<file path="src/rtl/kb_pkg.sv">
// kb_pkg: shared definitions for the keyboard command path.
// Holds the decoder FSM state encoding, the 5-bit command constants, the
// scan codes of every mapped key and the scan-code -> command lookup.
package kb_pkg;

  typedef enum logic [1:0] {
    IDLE     = 2'd0,
    DECODE   = 2'd1,
    ACK      = 2'd2,
    WAIT_LOW = 2'd3
  } kb_state_t;

  // Break prefix, shared with kb_code
  localparam logic [7:0] BRK = 8'hF0;

  // Command codes beyond the sixteen hex digits
  localparam logic [4:0] CMD_ENTER = 5'd16;
  localparam logic [4:0] CMD_BKSP  = 5'd17;
  localparam logic [4:0] CMD_ESC   = 5'd18;
  localparam logic [4:0] CMD_SPACE = 5'd19;

  // Set-2 scan codes of the mapped keys
  localparam logic [7:0] SC_0     = 8'h45;
  localparam logic [7:0] SC_1     = 8'h16;
  localparam logic [7:0] SC_2     = 8'h1E;
  localparam logic [7:0] SC_3     = 8'h26;
  localparam logic [7:0] SC_4     = 8'h25;
  localparam logic [7:0] SC_5     = 8'h2E;
  localparam logic [7:0] SC_6     = 8'h36;
  localparam logic [7:0] SC_7     = 8'h3D;
  localparam logic [7:0] SC_8     = 8'h3E;
  localparam logic [7:0] SC_9     = 8'h46;
  localparam logic [7:0] SC_A     = 8'h1C;
  localparam logic [7:0] SC_B     = 8'h32;
  localparam logic [7:0] SC_C     = 8'h21;
  localparam logic [7:0] SC_D     = 8'h23;
  localparam logic [7:0] SC_E     = 8'h24;
  localparam logic [7:0] SC_F     = 8'h2B;
  localparam logic [7:0] SC_ENTER = 8'h5A;
  localparam logic [7:0] SC_BKSP  = 8'h66;
  localparam logic [7:0] SC_ESC   = 8'h76;
  localparam logic [7:0] SC_SPACE = 8'h29;

  typedef struct packed {
    logic       hit;
    logic [4:0] cmd;
  } kb_map_t;

  // Translate a scan code; hit=0 for keys the application does not use
  function automatic kb_map_t map_scan(input logic [7:0] sc);
    kb_map_t m;
    m.hit = 1'b1;
    m.cmd = 5'd0;
    case (sc)
      SC_0:     m.cmd = 5'd0;
      SC_1:     m.cmd = 5'd1;
      SC_2:     m.cmd = 5'd2;
      SC_3:     m.cmd = 5'd3;
      SC_4:     m.cmd = 5'd4;
      SC_5:     m.cmd = 5'd5;
      SC_6:     m.cmd = 5'd6;
      SC_7:     m.cmd = 5'd7;
      SC_8:     m.cmd = 5'd8;
      SC_9:     m.cmd = 5'd9;
      SC_A:     m.cmd = 5'd10;
      SC_B:     m.cmd = 5'd11;
      SC_C:     m.cmd = 5'd12;
      SC_D:     m.cmd = 5'd13;
      SC_E:     m.cmd = 5'd14;
      SC_F:     m.cmd = 5'd15;
      SC_ENTER: m.cmd = CMD_ENTER;
      SC_BKSP:  m.cmd = CMD_BKSP;
      SC_ESC:   m.cmd = CMD_ESC;
      SC_SPACE: m.cmd = CMD_SPACE;
      default:  m.hit = 1'b0;
    endcase
    return m;
  endfunction

endpackage

</file>
<file path="src/rtl/kb_cmd_fifo.sv">
// kb_cmd_fifo: show-ahead circular FIFO with occupancy count.
// A push into a full FIFO is still taken when a pop happens in the same
// cycle, because the pop frees the slot. Popping an empty FIFO is ignored.
// head_data reads as zero while empty.
module kb_cmd_fifo #(
  parameter int DEPTH_LOG2 = 2,
  parameter int WIDTH      = 5
) (
  input  logic                  clk,
  input  logic                  reset,
  input  logic                  push,
  input  logic [WIDTH-1:0]      push_data,
  input  logic                  pop,
  output logic [WIDTH-1:0]      head_data,
  output logic [DEPTH_LOG2:0]   count,
  output logic                  full,
  output logic                  empty,
  output logic                  push_ok
);

  localparam int DEPTH = 1 << DEPTH_LOG2;
  localparam logic [DEPTH_LOG2:0] DEPTH_CNT = (DEPTH_LOG2 + 1)'(DEPTH);

  logic [WIDTH-1:0]      mem [DEPTH];
  logic [DEPTH_LOG2-1:0] wr_ptr;
  logic [DEPTH_LOG2-1:0] rd_ptr;
  logic                  pop_ok;

  assign empty     = (count == '0);
  assign full      = (count == DEPTH_CNT);
  assign pop_ok    = pop && !empty;
  assign push_ok   = push && (!full || pop_ok);
  assign head_data = empty ? '0 : mem[rd_ptr];

  // Storage array; contents need no reset since empty masks the head
  always_ff @(posedge clk) begin
    if (push_ok) mem[wr_ptr] <= push_data;
  end

  // Pointer and count bookkeeping
  always_ff @(posedge clk) begin
    if (reset) begin
      wr_ptr <= '0;
      rd_ptr <= '0;
      count  <= '0;
    end else begin
      if (push_ok) wr_ptr <= wr_ptr + 1'b1;
      if (pop_ok)  rd_ptr <= rd_ptr + 1'b1;
      case ({push_ok, pop_ok})
        2'b10:   count <= count + 1'b1;
        2'b01:   count <= count - 1'b1;
        default: count <= count;
      endcase
    end
  end

endmodule

</file>
<file path="src/rtl/kb_cmd_decoder.sv">
// kb_cmd_decoder: captures released-key scan codes from kb_code, acknowledges
// each one with a one-cycle var_ack pulse (the "var" line of kb_code), and
// queues the translated 5-bit command for the application FSM.
// Handshake: key_code is valid while listo=1; listo stays high until var_ack
// is seen; the FSM waits for listo to drop before it can capture again.
// Optional: define KB_DEDUP_EN to drop a repeat of the last pushed scan code
// that arrives within DEDUP_CYCLES clocks of that push.
module kb_cmd_decoder
  import kb_pkg::*;
#(
  parameter int DEPTH_LOG2   = 2,
  parameter int DEDUP_CYCLES = 5_000_000
) (
  input  logic                clk,
  input  logic                reset,
  input  logic [7:0]          key_code,
  input  logic                listo,
  output logic                var_ack,
  input  logic                rd_en,
  output logic                cmd_valid,
  output logic [4:0]          cmd_code,
  output logic                fifo_full,
  output logic                overflow,
  output logic                unmapped,
  output logic [1:0]          dbg_state,
  output logic [DEPTH_LOG2:0] dbg_count
);

  if (DEDUP_CYCLES < 1) begin : g_bad_window
    $error("DEDUP_CYCLES must be at least 1");
  end

  kb_state_t  state;
  kb_state_t  state_n;
  logic [7:0] code_r;
  kb_map_t    map_r;
  logic       push_req;
  logic       push_ok;
  logic       fifo_empty;
  logic       dup_block;

  assign map_r     = map_scan(code_r);
  assign dbg_state = state;
  assign cmd_valid = !fifo_empty;

  // State register
  always_ff @(posedge clk) begin
    if (reset) state <= IDLE;
    else       state <= state_n;
  end

  // Next-state logic
  always_comb begin
    state_n = state;
    case (state)
      IDLE:     if (listo) state_n = DECODE;
      DECODE:   state_n = ACK;
      ACK:      state_n = WAIT_LOW;
      WAIT_LOW: if (!listo) state_n = IDLE;
      default:  state_n = IDLE;
    endcase
  end

  // Output decode: push or flag the captured code while in DECODE
  always_comb begin
    push_req = 1'b0;
    unmapped = 1'b0;
    if (state == DECODE) begin
      if (map_r.hit && !dup_block) push_req = 1'b1;
      if (!map_r.hit)              unmapped = 1'b1;
    end
  end

  // Capture register and registered acknowledge (high for the ACK cycle)
  always_ff @(posedge clk) begin
    if (reset) begin
      code_r  <= '0;
      var_ack <= 1'b0;
    end else begin
      if (state == IDLE && listo) code_r <= key_code;
      var_ack <= (state_n == ACK);
    end
  end

  // Sticky overflow: a translated command was refused by a full FIFO
  always_ff @(posedge clk) begin
    if (reset)                    overflow <= 1'b0;
    else if (push_req && !push_ok) overflow <= 1'b1;
  end

`ifdef KB_DEDUP_EN
  localparam int DW = $clog2(DEDUP_CYCLES + 1);
  logic [DW-1:0] dedup_cnt;
  logic [7:0]    last_code;

  assign dup_block = (code_r == last_code) && (dedup_cnt != '0);

  // Suppression window: reload on every accepted push, count down to zero
  always_ff @(posedge clk) begin
    if (reset) begin
      dedup_cnt <= '0;
      last_code <= '0;
    end else if (push_ok) begin
      dedup_cnt <= DW'(DEDUP_CYCLES);
      last_code <= code_r;
    end else if (dedup_cnt != '0) begin
      dedup_cnt <= dedup_cnt - 1'b1;
    end
  end
`else
  assign dup_block = 1'b0;
`endif

  kb_cmd_fifo #(
    .DEPTH_LOG2 (DEPTH_LOG2),
    .WIDTH      (5)
  ) u_fifo (
    .clk       (clk),
    .reset     (reset),
    .push      (push_req),
    .push_data (map_r.cmd),
    .pop       (rd_en),
    .head_data (cmd_code),
    .count     (dbg_count),
    .full      (fifo_full),
    .empty     (fifo_empty),
    .push_ok   (push_ok)
  );

endmodule

</file>
<file path="config.mk">
export PLATFORM = sky130hd
export DESIGN_NAME = kb_cmd_decoder
export DESIGN_NICKNAME = d
export VERILOG_FILES = /design/src/rtl/kb_pkg.sv /design/src/rtl/kb_cmd_fifo.sv /design/src/rtl/kb_cmd_decoder.sv
export SDC_FILE = /design/constraint.sdc
export NUM_CORES = 1
export LEC_CHECK = 0
export CORE_UTILIZATION = 45
export DETAILED_ROUTE_END_ITERATION = 16
export PLACE_DENSITY = 0.75
export SYNTH_ARGS = -nofsm -noshare
export SYNTH_HDL_FRONTEND = slang
export SYNTH_SLANG_ARGS = --single-unit
</file>
<file path="constraint.sdc">
create_clock -name clk -period 3 [get_ports clk]
set_input_delay 0.3 -clock clk [delete_from_list [all_inputs] [get_ports clk]]
set_output_delay 0.3 -clock clk [all_outputs]
set_load 0.01 [all_outputs]
</file>
Yosys cells after proc, flatten, opt, wreduce, memory -nomap -nowiden
Memories as Yosys holds them, arrays and structs flattened. A register that Yosys moved wholly into a read port is not among the register bits.
Index checks and enable logic that the tools add are counted.

cells by class
  add/subtract/negate cells = 4
  equality and inequality tests = 27
  mux-type cells = 15
  reductions and logical operators = 12

operator list
  cell                                                  count
  equality test 8 x 6 -> 1 bit (second input constant)  12
  one-hot mux 5 bit (19 select lines)                   1
  equality test 8 x 7 -> 1 bit (second input constant)  5
  equality test 8 x 5 -> 1 bit (second input constant)  3
  OR reduction 20 bit                                   1
  equality test 2 bit (second input constant)           4
  2-to-1 mux 2 bit                                      4
  one-hot mux 2 bit (4 select lines)                    1
  2-to-1 mux 1 bit                                      7
  one-hot mux 3 bit (2 select lines)                    1
  2-to-1 mux 5 bit                                      1
  adder 2 x 1 -> 2 bit (second input constant)          2
  equality test 2 x 1 -> 1 bit (second input constant)  2
  logical AND 1 bit                                     4
  adder 3 x 1 -> 3 bit (second input constant)          1
  equality test 3 bit (second input constant)           1
  logical NOT 1 bit                                     3
  logical NOT 3 bit                                     1
  subtractor 3 x 1 -> 3 bit (second input constant)     1
  logical NOT 2 bit                                     1
  nonzero test 2 bit                                    1
  logical OR 1 bit                                      1

word-level totals
  register bits after elaboration = 19
  RAM bits = 20
  input bits = 12
  output and inout bits = 15
  logic and storage cells = 66
  memories = 1

memories
  memory      words  bits a word  rd ports  clocked after memory_dff  wr ports  RTL line           source
  u_fifo.mem  4      5            1         1                         1         kb_cmd_fifo.sv:24  logic [WIDTH-1:0] mem [DEPTH];

Longest topological paths before layout
Gate-level depths: netlist of run 1.

  word-level depth = 8
  gate-level depth with buffers = 12
  mapped depth without buffers = 10

By module
Synthesis of run 1 repeated with hierarchy kept, for this count alone.

second synthesis, totals
  cells, all modules = 222
  area, all modules = 2332.2 µm²

modules (own cells, without submodules)
  module          instances  cells an instance  area an instance (µm²)  sequential area each (µm²)
  kb_cmd_fifo     1          96                 1347.5                  780.7
  kb_cmd_decoder  1          126                984.7                   240.2

Least setup slack after synthesis of run 1
No wires, ideal clock.

  path kind = register -> register
  start = reg code_r[3]
  end = reg u_fifo.count[2]
  setup time = 0.124 ns
  arrival time = 2.448 ns
  data required time = 2.876 ns
  setup slack = 0.428 ns
  stages on the path, launching flop included = 10
  path buffers = 0
  clock period less this slack = 2.572 ns
  path through = dfxtp_1 -> or4b_4 -> o32ai_4 -> a221oi_4 -> a31oi_4 -> nor2_1 -> fa_1 -> nor4b_1 -> o21ai_0 -> nand3_1

on the way
  word-level cells in the longest chain between the ends = 8
  elaborated cells between the ends (all ways) = 29
  classes of those cells = eq/ne: 22; mux: 4; reduce/logical: 3

ends and longest elaborated chain
  element                                                                   RTL line              source
  start: declaration                                                        kb_cmd_decoder.sv:35  logic [7:0] code_r;
  start signal: assignment                                                  kb_cmd_decoder.sv:80  if (state == IDLE && listo) code_r <= key_code;
  equality test 8 x 6 -> 1 bit (tied with other cells)                      kb_pkg.sv:54          case (sc)
  OR reduction 20 bit (no line) *                                           -
  2-to-1 mux 1 bit *                                                        kb_pkg.sv:54
  2-to-1 mux 1 bit *                                                        kb_cmd_decoder.sv:69  if (map_r.hit && !dup_block) push_req = 1'b1;
  2-to-1 mux 1 bit *                                                        kb_cmd_decoder.sv:68  if (state == DECODE) begin
  logical AND 1 bit *                                                       kb_cmd_fifo.sv:32     assign push_ok = push && (!full || pop_ok);
  equality test 2 x 1 -> 1 bit or equality test 2 bit (tied branches)       kb_cmd_fifo.sv:49     case ({push_ok, pop_ok})
  one-hot mux 3 bit (2 select lines) or nonzero test 2 bit (tied branches)  -
  end signal: assignment                                                    kb_cmd_fifo.sv:50     2'b10: count <= count + 1'b1;
  end signal: assignment                                                    kb_cmd_fifo.sv:51     2'b01: count <= count - 1'b1;
  end signal: assignment                                                    kb_cmd_fifo.sv:52     default: count <= count;
  end: declaration                                                          kb_cmd_fifo.sv:15     output logic [DEPTH_LOG2:0] count,

Every way passes the cells marked *; elsewhere a longest branch is shown, timed or not.
A chain may end at the register's enable or synchronous reset.

Worst setup path after layout of run 1
  start = reg code_r[2]
  end = out unmapped

on the way
  word-level cells in the longest chain between the ends = 5
  elaborated cells between the ends (all ways) = 24
  classes of those cells = eq/ne: 20; mux: 3; reduce/logical: 1

ends and longest elaborated chain
  element                                               RTL line              source
  equality test 8 x 6 -> 1 bit (tied with other cells)  kb_pkg.sv:54
  OR reduction 20 bit (no line) *                       -
  2-to-1 mux 1 bit *                                    kb_pkg.sv:54
  2-to-1 mux 1 bit *                                    kb_cmd_decoder.sv:70  if (!map_r.hit) unmapped = 1'b1;
  2-to-1 mux 1 bit *                                    kb_cmd_decoder.sv:68
  end: declaration                                      kb_cmd_decoder.sv:24  output logic unmapped,

Marked as above.

==> results of run 1 <==
worst max path at each step:
stage	from	endpoint	slack [ns]	cells after the start
final	code_r[2]	unmapped	0.17	7
after global routing	code_r[5]	u_fifo.count[2]	0.03	9
after CTS	code_r[2]	unmapped	0.07	7
after detailed placement	code_r[5]	u_fifo.count[2]	0.25	10
after global placement	code_r[5]	u_fifo.count[2]	0.30	9
after floorplan	code_r[3]	u_fifo.count[2]	0.43	9
cells in the final DEF (no fill, tap or decap), types with 6 or more instances in the layout:
cell type         n
mux2i_1          10
nor2_1           33
clkdlybuf4s50_1  26
nand2_1          11
a21oi_1           7
and2_1           10
buf_4            12
dfxtp_1          19
o21ai_0           8
nand2b_1          6
edfxtp_1         20
cell type report:
class	count	area (sq um)
Timing Repair Buffer	38	350
Clock inverter	3	16.3
Tap cell	67	83.8
Inverter	5	18.8
Clock buffer	5	68.8
Multi-Input combinational cell	158	1220
Sequential cell	41	1020
Fill cell	441	2070
flip-flops by register name (all words and copies together) (netlist names), named ones only:
name / cells
u_fifo.wr_ptr: 2
overflow: 1
u_fifo.mem: 20
var_ack: 1
u_fifo.rd_ptr: 2
code_r: 8
dbg_state: 2
u_fifo.count: 3
metrics by stage:
step	hold slack, ns	power (W)	util
3_5_place_dp	0.472	0.000807	0.556
6_report	0.483	0.00116	0.574
4_1_cts	0.493	0.00117	0.573
5_1_grt	0.521	0.00121	0.574
3_3_place_gp	0.453	0.000805	0.556
2_1_floorplan	0.443	0.000746	-
timing repair:
item / 4_1_cts / 5_1_grt
gates resized for setup: 0 / 2
endpoints found under the setup margin: 0 / 2
hold buffers: 0 / 0
logic make-up after synthesis:
family	synth area share
AO/OA/AOI/OAI	0.118
XOR/XNOR	0.0262
AND/OR/NAND/NOR	0.244
buffers and inverters	0.0417
adder cells (fa/ha/maj)	0.0300
flip-flops	0.437
multiplexers	0.104
per-layer routing:
layer | up-vias | GRT usage | routed length (um)
met5 | - | 0 | 0
met4 | 0 | 0.0940 | 105
met3 | 9 | 0.0325 | 118
met2 | 35 | 0.325 | 2330
met1 | 830 | 0.232 | 2020
li1 | 853 | - | -
where the power goes:
| part | leakage (nW) | internal [W] | switching (W) | total [W] |
|---|---|---|---|---|
| logic | 0.569 | 0.0000891 | 0.0000810 | 0.000170 |
| clock network | 0.0436 | 0.000161 | 0.000203 | 0.000364 |
| registers | 0.376 | 0.000597 | 0.0000272 | 0.000625 |
| total | 0.989 | 0.000848 | 0.000311 | 0.00116 |
worst max-delay path, delay by kind of cell (launching register included):
family | cells | cell delay [ns]
and+or+nand+nor | 3 | 0.44
DFF | 1 | 0.40
AOI/OAI and AO/OA | 2 | 0.67
buffers and inverters | 2 | 0.72
==> impl_metrics.toml, run 1 <==
[outcome]
status = "finished, final reports clean"

[logic_synthesis]
synth.most_common_cell = "nor2_1"
synth_common_cells = "nor2_1, dfxtp_1, edfxtp_1, nand2_1"
synthArstFlopShare = 0
syn_area_per_cell_sq_um = 10.7
synth_top_area_frac = 0.257
yosys_warnings = 0
ys_types = 52
syn_nets = 236
synth_area_sq_um = 2340
synth_cells = 219
ys_seq_elements = 41
synth.area.top_cells = "edfxtp_1, dfxtp_1, nor2_1, mux4_2, mux2i_1"
yosysSeqAreaShare = 0.437
synth_largest_area_cell = "edfxtp_1"
synth_edf_count = 20
ys.flop_type = "dfxtp_1"

[die]
initial_core_util = 0.482
die_w_um = 74.1
rows = 25
core_sq_um = 4850
ios = 27
dieArea_sq_um = 5490
fp.dieH_um = 74.1

[worst_setup_path]
crit_chain = "buf_4 > and3b_1 > a211o_1 > a221oi_4 > nand3_1 > nor2_1 > clkdlybuf4s50_1"
crit_path_top_delay_cell = "clkdlybuf4s50_1"
cp-start-kind = "flop"
cp_data_required_time_ns = 2.70
crit_path_end_kind = "primary output"
cp.arrival_ns = 2.53
r2r_start = "code_r[5]"
r2r-end = "u_fifo.count[2]"
crit_type = "reg2out"
cp_max_fo = 13
rrSetupSlack_ns = 0.21
r2r_cells = 10
critPathMaxStageDelay_ns = 0.55

[clocking]
cts_sinks = 41
clk_pin_slew_ns = 0.09
cts_root_buf = "clkbuf_8"
post_cts_buffers = 0
h-tree-depth = 2
cts_tree = "built"
clkLatencyLatePin_ns = 0.30
numCtsBuffers = 5
clockBufferDepth = 2

[detailed_routing]
firstDrtPassIters = 4
route.detailed.drc = 0
wl_per_cell_um = 14.4
vias_per_cell = 5.45
first_iter_violations = 120
vias = 1727
ant_nets = 0
wl_um = 4570

[global_routing]
grt_pass1_vias = 1647
grt-ovfl-total = 0
antenna_found_initial = 0
grt_pass1_wl_um = 7750
track_usage = 0.190
grt_max_degree = 17

[worst_hold_path]
hold_path.class = "reg2reg"
min_to = "overflow"
min_from = "overflow"
whs_path_depth = 2

[run]
maxCapViolCount = 0

[finish]
antenna_cells = 0
design_area_sq_um = 2780
drive_gt1_frac = 0.152
nets = 266
syn_to_final_growth_pct = 18.9
final_cells = 317

[timing]
setup_viol_count_final = 0
drv_slew = 0
relSlewSlack = 0.576
rsz0062_at_grt = "no"
fin_skew_ns = 0.0117
fmax_mhz = 353
worst_slack_ns = 0.170
tightest_slew_ns = 0.628
hold_viol_final = 0
period_share = 0.943
finalCriticalPeriod_ns = 2.83
tns_ns = 0

[place]
dp.cells = 309
gp_congestion = 0.866
hpwl_um = 3420
dp_slack_ns = 0.248
place_area_sq_um = 2690
numPortBuffers = 26

[power]
p_leak_nw = 0.989
peakVddDrop_uv = 209
powerDensity_nw_per_um2 = 417
(Power assumes the default switching activity.)
==> inputs of run 2 (changes only) <==
- CORE_UTILIZATION: 45 -> 55
- PLACE_DENSITY: 0.75 -> 0.88
==> run 2 against run 1 <==
  * Cell area grew 0.18%
  * Via count shrank 0.69%
  * Critical endpoint is now u_fifo.count[2]
  * Routed wire length grew 3.8%
  * Critical path type is now reg2reg
==> impl_metrics.toml, run 2 (synthesized netlist as in run 1, its figures left out) <==
[clocking]
numCtsBuffers = 5
clk_pin_slew_ns = 0.08
h-tree-depth = 2
ctsHoldBuffers = 0
cts_tree = "built"
cts_root_buf = "clkbuf_8"
clockBufferDepth = 2
cts_sinks = 41
clkLatencyLatePin_ns = 0.30

[power]
power_w = 0.00116
powerDensity_nw_per_um2 = 416
p_leak_nw = 0.993
peakVddDrop_uv = 334

[timing]
hold_viol_final = 0
fin_skew_ns = 0.00422
drv_slew = 0
setup_viol_count_final = 0
tightest_slew_ns = 0.650
period_share = 0.980
hold-worst-slack_ns = 0.477
tns_ns = 0
fmax_mhz = 340
relSlewSlack = 0.561
finalCriticalPeriod_ns = 2.94

[global_routing]
track_usage = 0.229
grt_pass1_wl_um = 7560
antenna_found_initial = 0
grt_pass1_vias = 1613
grt-ovfl-total = 0
grt_max_degree = 20

[detailed_routing]
ant_nets = 0
wl_met2_um = 2470
route.detailed.drc = 0
first_iter_violations = 63
wl_um = 4740
vias = 1715
wl_per_cell_um = 15.8
firstDrtPassIters = 4
met1_length_um = 2040
met3_length_um = 161
top_layer_used = "met4"
vias_per_cell = 5.70

[worst_setup_path]
critPathTopFamily = "simple AND/OR/NAND/NOR gates"
cp.depth = 10
crit_path_end_kind = "flop"
crit_chain = "buf_4 > or3b_1 > a2111oi_2 > nor3_2 > a31oi_4 > nor2_1 > fa_2 > nor4b_1 > o21ai_0 > nand3_1"
crit_type = "reg2reg"
crit_buf_inv = 1
cp_max_fo = 9
endpoint = "u_fifo.count[2]"
r2r_start = "code_r[4]"
r2r_cells = 10
critPathMaxStageDelay_ns = 0.42
cp.arrival_ns = 3.12
cp-start-kind = "flop"
crit_path_top_delay_cell = "fa_2"
r2r-end = "u_fifo.count[2]"
critPathLaunch = "code_r[4]"
cp_data_required_time_ns = 3.18
rrSetupSlack_ns = 0.06

[die]
dieArea_sq_um = 4520
ios = 27
die_w_um = 67.2
initial_core_util = 0.580
rows = 23
fp.dieH_um = 67.2
core_sq_um = 4030

[place]
place_area_sq_um = 2670
numPortBuffers = 26
hpwl_um = 3430
gp_congestion = 0.862

[finish]
reg_top3 = "u_fifo.mem: 20 flops, code_r: 8 flops, u_fifo.count: 3 flops"
top_register = "u_fifo.mem"
nets = 267
antenna_cells = 0
syn_to_final_growth_pct = 19.2
design_area_sq_um = 2790
final_common_cell = "nor2_1"
drive_gt1_frac = 0.167
largest_register_ffs = 20
layout_common_cells = "nor2_1, clkdlybuf4s50_1, dfxtp_1, edfxtp_1, buf_4"

[outcome]
status = "finished, final reports clean"

[worst_hold_path]
hold_path.class = "reg2reg"

[run]
maxCapViolCount = 0
-- run 2: cell types whose count changed in the layout (fill, tap and decap cells not counted) --
cell      delta
a211oi_1     -1
a211oi_2     +1
buf_4        +1
dfxtp_1      +1
dfxtp_2      -1
fa_1         -1
fa_2         +1
nor4_1       -1
nor4_2       +1
nor4b_1      -1
nor4b_2      +1
-- run 2: worst min-delay path by stage --
stage,cells past startpoint,start,to
5_1_grt,2,overflow,overflow
4_1_cts,2,overflow,overflow
2_1_floorplan,2,listo,dbg_state[0]
6_report,2,overflow,overflow
3_5_place_dp,2,overflow,overflow
3_3_place_gp,2,overflow,overflow
-- run 2: area by class of cell --
| class | count | area [sq um] |
|---|---|---|
| timing repair buffer | 39 | 358 |
| fill | 304 | 1240 |
| sequential | 41 | 1020 |
| tap | 50 | 62.6 |
| multi-input combinational | 158 | 1240 |
| clock inverter | 3 | 16.3 |
| clock buffer | 5 | 68.8 |
| inverter | 5 | 18.8 |
-- run 2: worst min-delay path, cell delays in order, from the launching register on --
cell     delay (ns)
dfxtp_1        0.33
a21oi_1        0.04
nor2_1         0.07
-- run 2: layer usage --
layer  GRT usage  vias up
li1            -      854
met1       0.265      809
met2       0.405       43
met3      0.0625        9
met4      0.0771        0
met5           0        -
-- run 2: report_power, final --
| part | switching (W) | internal, W | total, W |
|---|---|---|---|
| Clock | 0.000198 | 0.000161 | 0.000359 |
| Sequential | 0.0000256 | 0.000597 | 0.000623 |
| Combinational | 0.0000859 | 0.0000907 | 0.000177 |
-- run 2: what timing repair did --
item / 4_1_cts / 5_1_grt
endpoints found under the setup margin: 0 / 1
buffers inserted: 0 / 1
resized for setup: 0 / 5
-- run 2: metrics by stage --
stage	util	worst slack (ns)	cells
2_1_floorplan	-	0.428	219
3_5_place_dp	0.663	0.115	292
4_1_cts	0.684	0.102	300
6_report	0.692	0.0587	301
5_1_grt	0.692	-0.00640	301
3_3_place_gp	0.663	0.308	292
